**config.mk**
```make
export PLATFORM = sky130hd
export DESIGN_NAME = muldiv_unit_flat
export DESIGN_NICKNAME = d
export VERILOG_FILES = /design/src/rtl/muldiv_unit_if.sv /design/src/rtl/muldiv_unit.sv /design/src/flat_wrapper.sv
export SDC_FILE = /design/constraint.sdc
export NUM_CORES = 1
export LEC_CHECK = 0
export CAP_MARGIN = 5
export CORE_MARGIN = 2
export CORE_UTILIZATION = 25
export DETAILED_ROUTE_END_ITERATION = 8
export SLEW_MARGIN = 20
export SYNTH_ARGS = -nofsm -noshare
export SYNTH_HDL_FRONTEND = slang
export SYNTH_SLANG_ARGS = --single-unit
```
**constraint.sdc**
```tcl
create_clock -name clk -period 7.2 [get_ports clk]
set_input_delay 1.44 -clock clk [delete_from_list [all_inputs] [get_ports clk]]
set_output_delay 1.44 -clock clk [all_outputs]
set_load 0.01 [all_outputs]
```
**src/rtl/muldiv_unit_if.sv**
```systemverilog
// -----------------------------------------------------------------------------
// muldiv_unit_if
// Bundles the issue/result signals between the EX stage and the iterative
// multiply/divide unit.
//   master : pipeline side (drives start_i, op_i, abort_i, data_1, data_2)
//   slave  : muldiv_unit   (drives busy_o, done_o, dz_o, hi_o, lo_o)
// Parameter width : operand and HI/LO width.
// -----------------------------------------------------------------------------
interface muldiv_unit_if #(parameter int width = 32);
    logic             start_i;
    logic [2:0]       op_i;
    logic             abort_i;
    logic [width-1:0] data_1;
    logic [width-1:0] data_2;
    logic             busy_o;
    logic             done_o;
    logic             dz_o;
    logic [width-1:0] hi_o;
    logic [width-1:0] lo_o;

    modport master (
        output start_i, op_i, abort_i, data_1, data_2,
        input  busy_o, done_o, dz_o, hi_o, lo_o
    );

    modport slave (
        input  start_i, op_i, abort_i, data_1, data_2,
        output busy_o, done_o, dz_o, hi_o, lo_o
    );
endinterface

```
**src/rtl/muldiv_unit.sv**
```systemverilog
// -----------------------------------------------------------------------------
// muldiv_unit
// Iterative multiply/divide unit with HI/LO registers, sitting beside EX.
// MULT/MULTU use radix-2 shift-add, DIV/DIVU restoring shift-subtract, one bit
// per clock over `width` cycles, followed by one sign-fixup cycle (FIX).
// MTHI/MTLO write HI/LO directly in one cycle.
//
// Ports:
//   clk      : clock, all state on rising edge
//   rst      : synchronous active-low reset
//   bus      : muldiv_unit_if.slave
//              start_i/op_i/abort_i/data_1/data_2 in,
//              busy_o/done_o/dz_o/hi_o/lo_o out
//
// Configuration macro: MULDIV_DIV_EN
//   defined   -> DIV/DIVU supported, dz_o reports divide-by-zero
//   undefined -> divider compiled out, DIV/DIVU ignored, dz_o tied 0
// -----------------------------------------------------------------------------
module muldiv_unit #(
    parameter int width = 32
) (
    input  logic          clk,
    input  logic          rst,
    muldiv_unit_if.slave  bus
);
    localparam int CW = $clog2(width + 1);

    localparam logic [2:0] OP_MULT  = 3'b001;
    localparam logic [2:0] OP_MULTU = 3'b010;
    localparam logic [2:0] OP_DIV   = 3'b011;
    localparam logic [2:0] OP_DIVU  = 3'b100;
    localparam logic [2:0] OP_MTHI  = 3'b101;
    localparam logic [2:0] OP_MTLO  = 3'b110;

    typedef enum logic [1:0] {IDLE, CALC, FIX} state_t;

    state_t               r_state, w_state_nx;
    logic [2*width-1:0]   r_acc;     // mul: {partial product, multiplier}; div: {remainder, dividend/quotient}
    logic [width-1:0]     r_opnd;    // multiplicand or divisor magnitude
    logic [CW-1:0]        r_cnt;
    logic                 r_neg_q;   // negate product / quotient
    logic [width-1:0]     r_hi, r_lo;
    logic                 r_busy, r_done;

    logic                 w_idle, w_go, w_accept;
    logic                 w_op_mul, w_op_div, w_op_signed, w_div_zero;
    logic [width-1:0]     w_abs_a, w_abs_b;
    logic [width:0]       w_mul_sum;
    logic [2*width-1:0]   w_step_nx;
    logic [2*width-1:0]   w_result;  // {HI, LO} written at FIX
    logic [2*width-1:0]   w_prod;

    // ---------------- decode ----------------
    assign w_op_mul    = (bus.op_i == OP_MULT) || (bus.op_i == OP_MULTU);
    assign w_op_signed = (bus.op_i == OP_MULT) || (bus.op_i == OP_DIV);
    assign w_idle      = (r_state == IDLE);
    assign w_go        = w_idle && bus.start_i && !bus.abort_i;
    assign w_accept    = w_go && (w_op_mul || w_op_div);

    assign w_abs_a = (w_op_signed && bus.data_1[width-1]) ? -bus.data_1 : bus.data_1;
    assign w_abs_b = (w_op_signed && bus.data_2[width-1]) ? -bus.data_2 : bus.data_2;

    // Multiply step: add multiplicand into upper half if LSB set, shift right.
    assign w_mul_sum = {1'b0, r_acc[2*width-1:width]}
                     + ({(width+1){r_acc[0]}} & {1'b0, r_opnd});
    assign w_prod    = r_neg_q ? -r_acc : r_acc;

`ifdef MULDIV_DIV_EN
    logic                 r_is_div;
    logic                 r_neg_r;   // remainder follows dividend sign
    logic                 r_dz_pend; // divide-by-zero in flight
    logic                 r_dz;
    logic [width:0]       w_div_rem;
    logic [width-1:0]     w_div_sub;
    logic                 w_div_ok;
    logic [width-1:0]     w_quo, w_rem;

    assign w_op_div   = (bus.op_i == OP_DIV) || (bus.op_i == OP_DIVU);
    assign w_div_zero = w_op_div && (bus.data_2 == '0);

    // Restoring divide step on the left-shifted partial remainder. The
    // remainder stays below the divisor, so the shifted value fits width+1
    // bits and a successful subtraction fits width bits.
    assign w_div_rem = r_acc[2*width-1:width-1];
    assign w_div_ok  = (w_div_rem >= {1'b0, r_opnd});
    assign w_div_sub = w_div_rem[width-1:0] - r_opnd;

    assign w_quo = r_neg_q ? -r_acc[width-1:0]       : r_acc[width-1:0];
    assign w_rem = r_neg_r ? -r_acc[2*width-1:width] : r_acc[2*width-1:width];

    always_comb begin
        w_step_nx = {w_mul_sum, r_acc[width-1:1]};
        if (r_is_div)
            w_step_nx = {(w_div_ok ? w_div_sub : w_div_rem[width-1:0]),
                         r_acc[width-2:0], w_div_ok};
    end

    always_comb begin
        w_result = w_prod;
        if (r_dz_pend)
            w_result = {r_acc[2*width-1:width], {width{1'b1}}};  // HI = raw dividend
        else if (r_is_div)
            w_result = {w_rem, w_quo};
    end

    always_ff @(posedge clk) begin
        if (!rst) begin
            r_is_div  <= 1'b0;
            r_neg_r   <= 1'b0;
            r_dz_pend <= 1'b0;
            r_dz      <= 1'b0;
        end else if (w_accept) begin
            r_is_div  <= w_op_div;
            r_neg_r   <= w_op_signed && bus.data_1[width-1];
            r_dz_pend <= w_div_zero;
            r_dz      <= 1'b0;
        end else if (r_state == FIX && !bus.abort_i) begin
            r_dz      <= r_dz_pend;
        end
    end

    assign bus.dz_o = r_dz;
`else
    assign w_op_div   = 1'b0;
    assign w_div_zero = 1'b0;
    assign w_step_nx  = {w_mul_sum, r_acc[width-1:1]};
    assign w_result   = w_prod;
    assign bus.dz_o   = 1'b0;
`endif

    // ---------------- FSM ----------------
    always_ff @(posedge clk) begin
        if (!rst) r_state <= IDLE;
        else      r_state <= w_state_nx;
    end

    always_comb begin
        w_state_nx = r_state;
        case (r_state)
            IDLE:    if (w_accept) w_state_nx = w_div_zero ? FIX : CALC;
            CALC:    if (bus.abort_i)                      w_state_nx = IDLE;
                     else if (r_cnt == CW'(width - 1))     w_state_nx = FIX;
            FIX:     w_state_nx = IDLE;
            default: w_state_nx = IDLE;
        endcase
    end

    // ---------------- datapath ----------------
    always_ff @(posedge clk) begin
        if (!rst) begin
            r_acc   <= '0;
            r_opnd  <= '0;
            r_cnt   <= '0;
            r_neg_q <= 1'b0;
            r_hi    <= '0;
            r_lo    <= '0;
            r_busy  <= 1'b0;
            r_done  <= 1'b0;
        end else begin
            r_busy <= (w_state_nx != IDLE);
            r_done <= 1'b0;
            case (r_state)
                IDLE: begin
                    if (w_accept) begin
                        r_cnt   <= '0;
                        r_neg_q <= w_op_signed && (bus.data_1[width-1] ^ bus.data_2[width-1]);
                        r_opnd  <= w_op_div ? w_abs_b : w_abs_a;
                        if (w_div_zero)
                            r_acc <= {bus.data_1, {width{1'b0}}};
                        else
                            r_acc <= {{width{1'b0}}, (w_op_div ? w_abs_a : w_abs_b)};
                    end else if (w_go && bus.op_i == OP_MTHI) begin
                        r_hi <= bus.data_1;
                    end else if (w_go && bus.op_i == OP_MTLO) begin
                        r_lo <= bus.data_1;
                    end
                end
                CALC: begin
                    if (!bus.abort_i) begin
                        r_cnt <= r_cnt + 1'b1;
                        r_acc <= w_step_nx;
                    end
                end
                FIX: begin
                    if (!bus.abort_i) begin
                        r_done       <= 1'b1;
                        {r_hi, r_lo} <= w_result;
                    end
                end
                default: ;
            endcase
        end
    end

    assign bus.busy_o = r_busy;
    assign bus.done_o = r_done;
    assign bus.hi_o   = r_hi;
    assign bus.lo_o   = r_lo;
endmodule

```
**src/flat_wrapper.sv**
```systemverilog
// flat-port wrapper written by rule: the top's interface ports become plain ports
module muldiv_unit_flat 
#(
    parameter int width = 32
)
  (clk, rst, bus_start_i, bus_op_i, bus_abort_i, bus_data_1, bus_data_2, bus_busy_o, bus_done_o, bus_dz_o, bus_hi_o, bus_lo_o);
  muldiv_unit_if #(.width(width)) bus_i ();
  input  logic clk;
  input  logic rst;
  input wire logic [$bits(bus_i.start_i)-1:0] bus_start_i;
  input wire logic [$bits(bus_i.op_i)-1:0] bus_op_i;
  input wire logic [$bits(bus_i.abort_i)-1:0] bus_abort_i;
  input wire logic [$bits(bus_i.data_1)-1:0] bus_data_1;
  input wire logic [$bits(bus_i.data_2)-1:0] bus_data_2;
  output wire logic [$bits(bus_i.busy_o)-1:0] bus_busy_o;
  output wire logic [$bits(bus_i.done_o)-1:0] bus_done_o;
  output wire logic [$bits(bus_i.dz_o)-1:0] bus_dz_o;
  output wire logic [$bits(bus_i.hi_o)-1:0] bus_hi_o;
  output wire logic [$bits(bus_i.lo_o)-1:0] bus_lo_o;
  assign bus_i.start_i = bus_start_i;
  assign bus_i.op_i = bus_op_i;
  assign bus_i.abort_i = bus_abort_i;
  assign bus_i.data_1 = bus_data_1;
  assign bus_i.data_2 = bus_data_2;
  assign bus_busy_o = bus_i.busy_o;
  assign bus_done_o = bus_i.done_o;
  assign bus_dz_o = bus_i.dz_o;
  assign bus_hi_o = bus_i.hi_o;
  assign bus_lo_o = bus_i.lo_o;
  muldiv_unit #(.width(width)) u_core (.clk(clk), .rst(rst), .bus(bus_i));
endmodule
```
==> After elaboration in Yosys (flattened, before gate mapping) <==
Index checks and enable logic that the tools add are counted.
{ "word_totals": {"regBits": 171, "elab_cells": 74} }
{ "classes": {"addsub": 5, "eq_ne": 15, "mux": 23, "n_bitwise": 2, "reduce_logical": 20} }
{ "op_table": {"columns": ["op", "n"], "rows": [
  ["$mux 32", 9],
  ["$mux 64", 3],
  ["$pmux 32 s2", 2],
  ["$pmux 64 s2", 1],
  ["$neg 32->32", 2],
  ["$neg 64->64", 1],
  ["$add 32x33->33", 1],
  ["$and 33x32->33", 1],
  ["$ne 2x2->1 const B", 7],
  ["$mux 6", 2],
  ["$pmux 6 s2", 1],
  ["$logic_and 1x1->1", 8],
  ["$add 6x1->6 const B", 1],
  ["$eq 3x2->1 const B", 2],
  ["$eq 3x3->1 const B", 2],
  ["$eq 6x5->1 const B", 1],
  ["$mux 2", 3],
  ["$reduce_bool 2->1", 3],
  ["$reduce_and 5->1", 1],
  ["$pmux 2 s2", 1],
  ["$reduce_and 2->1", 2],
  ["$reduce_and 4->1", 1],
  ["$eq 3x1->1 const B", 1],
  ["$reduce_and 3->1", 1],
  ["7 further kinds", 8]
]} }

==> Longest topological paths before layout <==
{ "logic_depth": {"depth_word": 8, "mapped_depth": 14, "ltp_nobuf": 12} }

==> Worst setup path before layout <==
Ideal clock, no wire load.
{ "synth_path": {"path_kind": "input-to-reg", "startpoint": "input bus_data_1[8]", "endpoint": "register u_core.r_opnd[24]", "arrival_ps": 3510, "required_ps": 7068, "slack_ps": 3558, "stages": 7, "path_buffers": 0, "path_cell_list": "or4_1 > or3_1 > nor4_1 > nand2_1 > o41ai_1 > xor2_1 > a21oi_1"} }
{ "synth_via": {"elab_chain_len": 2} }
{ "synth_lines": {"columns": ["item", "line_no", "source"], "rows": [
  ["from (decl)", "flat_wrapper.sv:13", "input wire logic [$bits(bus_i.data_1)-1:0] bus_data_1;"],
  ["$neg 32->32", "muldiv_unit.sv:60", "assign w_abs_a = (w_op_signed && bus.data_1[width-1]) ? -bus.data_1 : bus.data_1;"],
  ["$mux 32", "muldiv_unit.sv:60", null],
  ["to (signal assigned)", "muldiv_unit.sv:167", "r_opnd <= w_op_div ? w_abs_b : w_abs_a;"],
  ["to (decl)", "muldiv_unit.sv:39", "logic [width-1:0] r_opnd;"]
]} }
Every way passes these cells.
A chain may end at the register's enable or synchronous reset.

==> Worst setup path in the final report <==
Same ends and word-level chain as after synthesis.

==> results by group <==
STA
  • Final worst-path cycle share: 0.564
  • RSZ-0062 raised after global routing: false
  • Slew headroom: 0.303
  • Setup violators final: 0
  • Worst Tran Pin Value: 1.03 ns
  • Achievable frequency: 246 MHz
  • Final hold violations: 0
  • Min Tclk post-route: 4.06 ns
  • Fin Setup TNS: 0 ns
  • Max Slew Vio Count: 0
  • Worst hold margin: roughly 0.46 ns
  • Clk_skew: around 0.016 ns

Cells and area
  • Final Util: 0.309
  • Final net count: roughly 1600
  • Area growth from synthesis to layout: 22.2%
  • # diodes: 0
  • Layout Cells excl Fill: around 2100
  • Fraction of layout cells with a size suffix above 1: 0.0487

Setup path
  • CP top delay family: simple AND/OR/NAND/NOR gates
  • Worst Path Class, Setup: in -> reg
  • FF-to-FF setup slack: approximately 3.4 ns
  • Kind of start point of the critical path: input pin
  • Slowest cell on crit path: nor4_1
  • RR Startpoint: u_core.r_acc[0]$_SDFFE_PN0P_
  • Biggest cell delay along the critical path: just under 0.7 ns
  • Max FO, Critical Path: 6
  • Worst path bufs/invs: 1
  • CP arrival: roughly 4.4 ns
  • CP Cell Sequence: clkdlybuf4s50_1, or4_1, or3_1, nor4_1, nand2_1, o41ai_1, xor2_1, a21oi_1
  • Worst r2r path cells: 13
  • Setup crit end kind: flop
  • Worst EP required: between 7 and 8 ns
  • Capturing point of the worst reg2reg path: u_core.r_acc[55]$_SDFFE_PN0P_
  • Cell depth of the worst setup path: 8
  • CP Launch Point: bus_data_1[8]

Placed design
  • Hpwl dp: between 30000 and 40000 um
  • Port Buffers: between 100 and 150
  • GP Congestion: roughly 0.97
  • Number of placed instances, taps included: just over 2000

Clocking
  • CTS Hold Buffers Added: 0
  • Maximum level of the CTS H-tree: 4
  • CTS root buf: clkbuf_16
  • Reg clk slew, reported paths: approximately 0.070 ns
  • CTS Buf Count: 17
  • CTS tree: yes
  • Worst skew pair latency: around 0.46 ns
  • Longest Clk Path Bufs: 2
  • CTS resizes: 0
  • Setup repair bufs after CTS: 0
  • Clock sink total: ~170

Synth
  • Syn avg cell area: 7.75 um^2
  • Post-Syn Nets: between 1500 and 2000
  • Async SR Flop Fraction: 0
  • Sequential area share after synthesis: 0.308
  • Synthesized flop and latch total: around 170
  • Post-synth EDFFs: 0
  • Post-Synthesis Cells: around 1400
  • Post-synthesis cell area: 11100 um^2
  • Commonest register cell after synthesis: dfxtp_1
  • YS warnings: 0
  • Synth cell types: 72

Hold path
  • Hold depth: 2
  • Hold WC Path Type: reg -> reg
  • HP Start: u_core.r_opnd[31]$_SDFFE_PN0P_
  • Hold endpoint: u_core.r_opnd[31]$_SDFFE_PN0P_

GRT
  • Gr ovfl total: 0
  • Vias in the first global route: roughly 10000
  • Antenna violations before repair: 0
  • All-Layer GR Usage: 0.172
  • Global-route wire length before repair: 61800 um
  • Pin count of the biggest net entering global routing: 68

Detailed routing
  • Final WL: between 40000 and 50000 um
  • Remaining DRCs: 0
  • First-pass DRT Iterations: 5
  • Initial DRC count: around 1200
  • Final ANT Viol Nets: 0
  • Vias: between 10000 and 15000
  • Drt wl/cell: around 19 um
  • Via-to-Cell Ratio: approximately 5.3

Job
  • Max capacitance violation total: 0

Floorplan
  • Die height: around 210 um
  • Die area: roughly 46000 um^2
  • Initial Utilization: 0.253
  • Row count: 77
  • Core box area: 44000 um^2
  • Chip Width: 215 um
  • Ports: around 140

Outcome
  • Status: completed

Power and ir drop
  • Tot Pwr: around 2.2 mW
  • Pwr per Cell Area: about 170 nW/um^2
  • Max VDD drop: between 0.00015 and 0.0002 V
  • Leak: roughly 5 nW
==> power by group <==
| part | total, mW | switching, mW | internal (mW) |
|---|---|---|---|
| registers | 0.981 | 0.0177 | 0.963 |
| logic | 0.290 | 0.178 | 0.113 |
| clock network | 0.978 | 0.474 | 0.504 |
| total | 2.25 | 0.669 | 1.58 |
==> area by class of cell <==
type                    instances  area, um^2
fillers                      4721       30400
multi-input cells            1138        7250
flip-flops and latches        171        3420
repair buffers                148        1450
well taps                     592         741
clock buffers                  17         425
clock inverters                15         195
inverters                      29         109
==> cells in the mapped netlist (6+ instances only) <==
cell type / count / area, um^2
a21oi_1: 126 / 631
inv_1: 28 / 105
or3_1: 25 / 156
nor4_1: 9 / 56.3
o41ai_1: 12 / 105
and3_1: 10 / 62.6
nand3_1: 29 / 145
xor2_1: 85 / 744
xnor2_1: 58 / 508
or4_1: 12 / 90.1
or2_2: 6 / 37.5
nand2b_1: 8 / 50.1
a22oi_1: 30 / 225
o21ai_0: 108 / 541
dfxtp_1: 171 / 3420
nor2_1: 123 / 462
clkbuf_1: 90 / 338
and2_1: 39 / 244
nand2_1: 160 / 601
ha_1: 36 / 450
o21bai_1: 9 / 67.6
nor3_1: 20 / 100
nand4_1: 16 / 100
nor2b_1: 9 / 56.3
o31ai_1: 32 / 240
o211ai_1: 22 / 165
o22ai_1: 7 / 43.8
a21o_1: 16 / 120
a211oi_1: 26 / 195
o211a_1: 22 / 220
==> per-layer routing <==
layer  vias up  part of all wire  track usage
met3        64             0.065       0.0310
li1       5318                 -            -
met4         0             0.042       0.0755
met2       399              0.46        0.283
met1      5368              0.43        0.220
met5         -                 0            0
==> kinds of logic (layout without fill, tap and decap cells) <==
family,after synthesis,after routing,synth area share
buffers and inverters,125,209,0.0428
other,1,1,0.000337
multiplexers,5,5,0.00450
XOR/XNOR,143,143,0.113
AO/OA/AOI/OAI,463,463,0.274
adder cells (fa/ha/maj),37,37,0.0423
AND/OR/NAND/NOR,489,489,0.216
flip-flops,171,171,0.308
==> worst reg2reg max path, cell delays in order (launching register included) <==
cell	delay (ns)
dfxtp_1	0.41
buf_4	0.35
and2_1	0.19
ha_1	0.16
inv_1	0.06
fa_1	0.39
nand2b_1	0.21
a211o_1	0.36
a41o_1	0.26
o21ai_0	0.46
a21oi_1	0.23
o21ai_0	0.39
xnor2_1	0.17
o21ai_0	0.08
==> worst max-delay path by stage <==
stage / endpoint / slack (ns)
after floorplan: u_core.r_opnd[24]$_SDFFE_PN0P_ / 3.56
after global placement: u_core.r_opnd[24]$_SDFFE_PN0P_ / 2.73
after detailed placement: u_core.r_opnd[24]$_SDFFE_PN0P_ / 2.70
after CTS: u_core.r_opnd[24]$_SDFFE_PN0P_ / 3.19
after global routing: u_core.r_opnd[24]$_SDFFE_PN0P_ / 2.91
final: u_core.r_opnd[24]$_SDFFE_PN0P_ / 3.14
==> registers in the layout (all words and copies together), names as in the netlist <==
register           flops
u_core.bus.busy_o      1
u_core.bus.done_o      1
u_core.bus.hi_o       32
u_core.bus.lo_o       32
u_core.r_acc          64
u_core.r_cnt           6
u_core.r_neg_q         1
u_core.r_opnd         32
u_core.r_state         2
==> metrics by stage <==
step	cell area, um^2	worst slack [ns]
finish	13600	3.14
global route	13600	2.91
CTS	13600	3.19
detailed placement	13000	2.70
global placement	13000	2.73
floorplan	11100	3.56
==> layout by cell type, fill, tap and decap left out, types with 12 or more instances in the layout <==
cell and n:
ha_1 36, buf_4 12, xnor2_1 58, a211oi_1 26, xor2_1 85, and2_1 39
or4_1 12, o31ai_1 32, a22oi_1 30, o21ai_0 108, o41ai_1 12, o211ai_1 22
nand2_1 160, a21o_1 16, nand3_1 29, nand4_1 16, nor3_1 20, or3_1 25
dfxtp_1 170, nor2_1 121, o211a_1 22, inv_1 28, clkdlybuf4s50_1 135, clkbuf_16 17
a21oi_1 126
No activity file was read; power rests on OpenSTA's default activity.
